[src/rtl/wb_port_arbiter.sv]
// Register-file write-port arbiter: pipeline writeback has fixed priority over
// load returns queued in a 2-entry FIFO, with WAW kill and starvation stall.
module wb_port_arbiter (
   input  logic        clk_in,
   input  logic        rst_in,
   input  logic        flush_in,
   input  logic        wb_rf_wr_en_in,
   input  logic [4:0]  wb_rd_addr_in,
   input  logic [31:0] wb_data_in,
   input  logic        ld_valid_in,
   input  logic [4:0]  ld_rd_addr_in,
   input  logic [31:0] ld_data_in,
   output logic        ld_ready_out,
   output logic        rf_wr_en_out,
   output logic [4:0]  rf_rd_addr_out,
   output logic [31:0] rf_data_out,
   output logic        stall_out
);

   typedef enum logic [1:0] {IDLE, PENDING, STARVED} state_e;

   state_e      state_q, state_d;
   logic [1:0]  vld_q, vld_d, kill_q, kill_d;
   logic [4:0]  rd_q   [2];
   logic [31:0] data_q [2];
   logic        rd_ptr_q, rd_ptr_d, wr_ptr_q, wr_ptr_d;
   logic [1:0]  cnt_q, cnt_d, age_q, age_d;
   logic        rf_wr_en_q, rf_wr_en_d;
   logic [4:0]  rf_rd_addr_q, rf_rd_addr_d;
   logic [31:0] rf_data_q, rf_data_d;

   logic pipe_eff, fifo_ne, pop, push, head_kill;

   assign pipe_eff     = wb_rf_wr_en_in & ~flush_in & (wb_rd_addr_in != 5'd0);
   assign fifo_ne      = (cnt_q != 2'd0);
   assign pop          = fifo_ne & ~pipe_eff;
   assign ld_ready_out = (cnt_q < 2'd2) & ~rst_in;
   assign push         = ld_valid_in & ld_ready_out;
   assign head_kill    = kill_q[rd_ptr_q];

   // Queue bookkeeping; the WAW kill is applied before the push so a load
   // arriving alongside a matching pipeline write survives (it is younger).
   always_comb begin
      vld_d  = vld_q;
      kill_d = kill_q;
      if (pipe_eff && vld_q[0] && (rd_q[0] == wb_rd_addr_in)) kill_d[0] = 1'b1;
      if (pipe_eff && vld_q[1] && (rd_q[1] == wb_rd_addr_in)) kill_d[1] = 1'b1;
      if (pop) vld_d[rd_ptr_q] = 1'b0;
      if (push) begin
         vld_d[wr_ptr_q]  = 1'b1;
         kill_d[wr_ptr_q] = (ld_rd_addr_in == 5'd0);
      end
      cnt_d    = cnt_q + {1'b0, push} - {1'b0, pop};
      rd_ptr_d = rd_ptr_q ^ pop;
      wr_ptr_d = wr_ptr_q ^ push;
      if (!fifo_ne || pop)     age_d = 2'd0;
      else if (age_q == 2'd3)  age_d = 2'd3;
      else                     age_d = age_q + 2'd1;
   end

   // Write-port winner; address/data hold when nothing is written.
   always_comb begin
      rf_wr_en_d   = 1'b0;
      rf_rd_addr_d = rf_rd_addr_q;
      rf_data_d    = rf_data_q;
      if (pipe_eff) begin
         rf_wr_en_d   = 1'b1;
         rf_rd_addr_d = wb_rd_addr_in;
         rf_data_d    = wb_data_in;
      end else if (pop && !head_kill) begin
         rf_wr_en_d   = 1'b1;
         rf_rd_addr_d = rd_q[rd_ptr_q];
         rf_data_d    = data_q[rd_ptr_q];
      end
   end

   always_comb begin
      state_d = state_q;
      if (cnt_d == 2'd0)      state_d = IDLE;
      else if (age_d == 2'd3) state_d = STARVED;
      else                    state_d = PENDING;
   end

   always_comb begin
      stall_out = (state_q == STARVED);
   end

   always_ff @(posedge clk_in) begin
      if (rst_in) begin
         state_q      <= IDLE;
         vld_q        <= 2'b00;
         kill_q       <= 2'b00;
         rd_ptr_q     <= 1'b0;
         wr_ptr_q     <= 1'b0;
         cnt_q        <= 2'd0;
         age_q        <= 2'd0;
         rf_wr_en_q   <= 1'b0;
         rf_rd_addr_q <= 5'd0;
         rf_data_q    <= 32'd0;
      end else begin
         state_q      <= state_d;
         vld_q        <= vld_d;
         kill_q       <= kill_d;
         rd_ptr_q     <= rd_ptr_d;
         wr_ptr_q     <= wr_ptr_d;
         cnt_q        <= cnt_d;
         age_q        <= age_d;
         rf_wr_en_q   <= rf_wr_en_d;
         rf_rd_addr_q <= rf_rd_addr_d;
         rf_data_q    <= rf_data_d;
      end
   end

   // Entry payload needs no reset: it is only read while its slot is occupied.
   always_ff @(posedge clk_in) begin
      if (push) begin
         rd_q[wr_ptr_q]   <= ld_rd_addr_in;
         data_q[wr_ptr_q] <= ld_data_in;
      end
   end

   assign rf_wr_en_out   = rf_wr_en_q;
   assign rf_rd_addr_out = rf_rd_addr_q;
   assign rf_data_out    = rf_data_q;

endmodule
[config.mk]
export PLATFORM = sky130hd
export DESIGN_NAME = wb_port_arbiter
export DESIGN_NICKNAME = d
export VERILOG_FILES = /design/src/rtl/wb_port_arbiter.sv
export SDC_FILE = /design/constraint.sdc
export NUM_CORES = 1
export LEC_CHECK = 0
export ABC_AREA = 1
export BUFFER_PORTS_ARGS = -buffer_cell sky130_fd_sc_hd__clkbuf_2
export CAP_MARGIN = 0
export CORE_ASPECT_RATIO = 1.75
export CORE_MARGIN = 1.5
export CORE_UTILIZATION = 30
export DETAILED_ROUTE_END_ITERATION = 6
export PLACE_DENSITY = 0.61
export SLEW_MARGIN = 20
export SYNTH_ARGS = -nofsm -noshare
export SYNTH_HDL_FRONTEND = slang
export SYNTH_SLANG_ARGS = --single-unit
[constraint.sdc]
create_clock -name clk_in -period 2 [get_ports clk_in]
set_input_delay 0.1 -clock clk_in [delete_from_list [all_inputs] [get_ports clk_in]]
set_output_delay 0.1 -clock clk_in [all_outputs]
set_load 0.01 [all_outputs]
==> flow_summary.yaml <==
power:
  power_uw: 8760
  leakage_uw: 0.00307
  worst_ir_drop_vdd_mv: 0.575
  p_per_area_nw_per_um2: 1220
timing:
  final-max-slew-violation-count: 0
  slew-limit-headroom: 0.536
  finalCritPeriodShare: 0.866
  grt_setup_unrepaired: "no"
  hold_viol: 0
  setup_viol: 0
  period_needed_ps: 1730
  finClkSkew_ps: 16.0
  fmax_ghz: 0.577
  holdWs_ps: 11.8
  worstMarginPinSlew_ps: 695
worst_setup_path:
  critical_path.cell_chain: "dlygate4sd3_1 > clkbuf_2 > nor2_1 > nand3_2 > nand2_4 > nand2_1 > nand2_1 > nand2_1 > ha_1 > inv_1 > nand3_1 > nand2_1 > nor2_1"
  cp.required_ps: 2300
  critPathSlowestCell: "dlygate4sd3_1"
  critPathKind: "in -> reg"
  endpoint_kind: "flip-flop"
  crit_path_start_kind: "input port"
  arrival_ps: 2030
  crit_top_cell: "nand2_1"
  crit_family: "simple AND/OR/NAND/NOR gates"
  slowest_delay_ps: 530
  crit_fanout: 22
  path_buf_inv: 3
finish:
  syn_to_final_growth_pct: 43.7
  finalNetCount: 782
  diodes: 0
  final_common_cell: "nand2_1"
  fillers: 1604
  final_cells: 937
  mostFrequentLayoutCells: "199 x nand2_1, 118 x clkbuf_2, 74 x edfxtp_1"
  drive_gt1_frac: 0.237
detailed_routing:
  drc: 0
  wirelength_um: 13200
  num_vias: 4254
  viasPerCell: 4.54
  antenna_left: 0
  first_pass_iters: 4
  drt_iter0_drc: 177
  wl_per_cell_um: 14.1
floorplanning:
  die_height_um: 174
  io-pin-count: 119
  core_region_area_um2: 16400
  die-area_um2: 17500
  fp-row-count: 62
  dieWidth_um: 101
  initial_core_util: 0.306
logic_synthesis:
  ys_seq_area_frac: 0.644
  ys_warn_count: 0
  netlist_area_um2: 5000
  synth-seq-cells: 124
  synth_fp_nets: 587
  netlist_instances: 505
  ys_types: 28
  syn-mean-instance-area_um2: 9.91
global_route:
  grt_pass1_wl_um: 20500
  grt_start_max_net_pins: 52
  antenna_found_initial: 0
  track_usage: 0.155
  grt_overflow: 0
  grt_pass1_vias: 4115
clock_network:
  cts_resized: 0
  clockBufferDepth: 2
  clk-insertion-delay-late_ps: 400
  tritoncts: "yes"
  cts_hold_buf: 73
  cts_setup_buffers: 0
  cts-root-buf: "clkbuf_16"
  htreeDepth: 4
  cts_sinks: 124
  clkTransAtPathRegs_ps: 60
  cts_made_buffers: 17
flow_run:
  maxCapViolCount: 0
hold_path:
  min_path_type: "in -> reg"
place:
  dp_hpwl_um: 8720
  port_buffers: 118
  place_inst: 832
  place_congestion: 0.866
run_status:
  outcome: "finished clean"
[final timing paths]
check / start / end / slack (ps) / cells past startpoint
max: wb_rd_addr_in[0] / state_q[0]$_SDFF_PP0_ / 270 / 13
min reg2reg: age_q[0]$_SDFF_PP0_ / age_q[0]$_SDFF_PP0_ / 440 / 1
max reg2reg: cnt_q[1]$_SDFF_PP0_ / data_q[1][18]$_DFFE_PP_ / 400 / 5
min: flush_in / rf_rd_addr_out[0]$_SDFFE_PP0P_ / 10 / 4
[cell families (layout without fill, tap and decap cells)]
group,count (synthesis),after routing,synth area share
simple gates,227,227,0.177
flops,124,124,0.644
compound gates,95,95,0.109
buf+inv,52,260,0.0555
xor+xnor,4,4,0.00700
fa+ha+maj,3,3,0.00750
[through the flow]
| step | setup WS [ps] | utilization | area [um^2] | TNS [ps] |
|---|---|---|---|---|
| 3_3_place_gp | 403 | 0.357 | 5840 | 0 |
| 2_1_floorplan | -150 | - | 5000 | -11090 |
| 6_report | 268 | 0.439 | 7190 | 0 |
| 4_1_cts | 285 | 0.439 | 7190 | 0 |
| 3_5_place_dp | 383 | 0.357 | 5840 | 0 |
| 5_1_grt | 117 | 0.439 | 7190 | 0 |
[tightest hold or removal path, cell delays in order]
cell	delay, ps
clkbuf_2	80
nor2_2	60
nand2_1	60
a31oi_1	70
[registers in the layout, summed over array words and instances, names as in the netlist]
register	cells
data_q	64
rf_data_out	32
rd_q	10
rf_rd_addr_out	5
age_q	2
cnt_q	2
kill_q	2
state_q	2
vld_q	2
rd_ptr_q	1
rf_wr_en_out	1
wr_ptr_q	1
[where the power goes]
part           switching (uW)  internal (uW)
sequential                245           3160
clock                    1040           2120
combinational            1340            858
[synth_stat cells]
cell type	count	area share
o21ai_0	35	0.035
nor2_1	13	0.0098
nor3b_1	1	0.0015
o22ai_1	1	0.0013
inv_2	3	0.0022
nand2_1	199	0.15
xor2_1	4	0.0070
inv_1	21	0.016
nand3_1	6	0.0060
nor2_2	1	0.0013
a211oi_1	2	0.0030
buf_6	8	0.018
buf_2	7	0.0070
clkbuf_1	8	0.0060
o211ai_1	1	0.0015
edfxtp_1	74	0.44
nand4_1	1	0.0013
o21ai_4	1	0.0033
o21ai_1	13	0.013
a21oi_1	3	0.0030
nand2_4	1	0.0022
nor3_1	4	0.0040
buf_4	3	0.0045
ha_1	3	0.0075
dfxtp_1	50	0.20
clkbuf_2	2	0.0020
nand3_2	1	0.0020
a31oi_1	39	0.049
[layer usage]
metal / share of wire / global-route usage / wire (um)
met1: 0.38 / 0.164 / 4970
met2: 0.54 / 0.277 / 7150
met3: 0.038 / 0.0355 / 504
met4: 0.042 / 0.0869 / 554
met5: 0 / 0 / 0
[area by class of cell]
type | instances | area, um^2 | area share
timing repair buffer | 204 | 1470 | 0.204
tap | 224 | 280 | 0.0390
multi-input combinational | 329 | 1510 | 0.210
sequential | 124 | 3220 | 0.448
inverter | 24 | 90.1 | 0.0125
clock inverter | 7 | 111 | 0.0155
clock buffer | 25 | 505 | 0.0703
(Power assumes the default switching activity.)
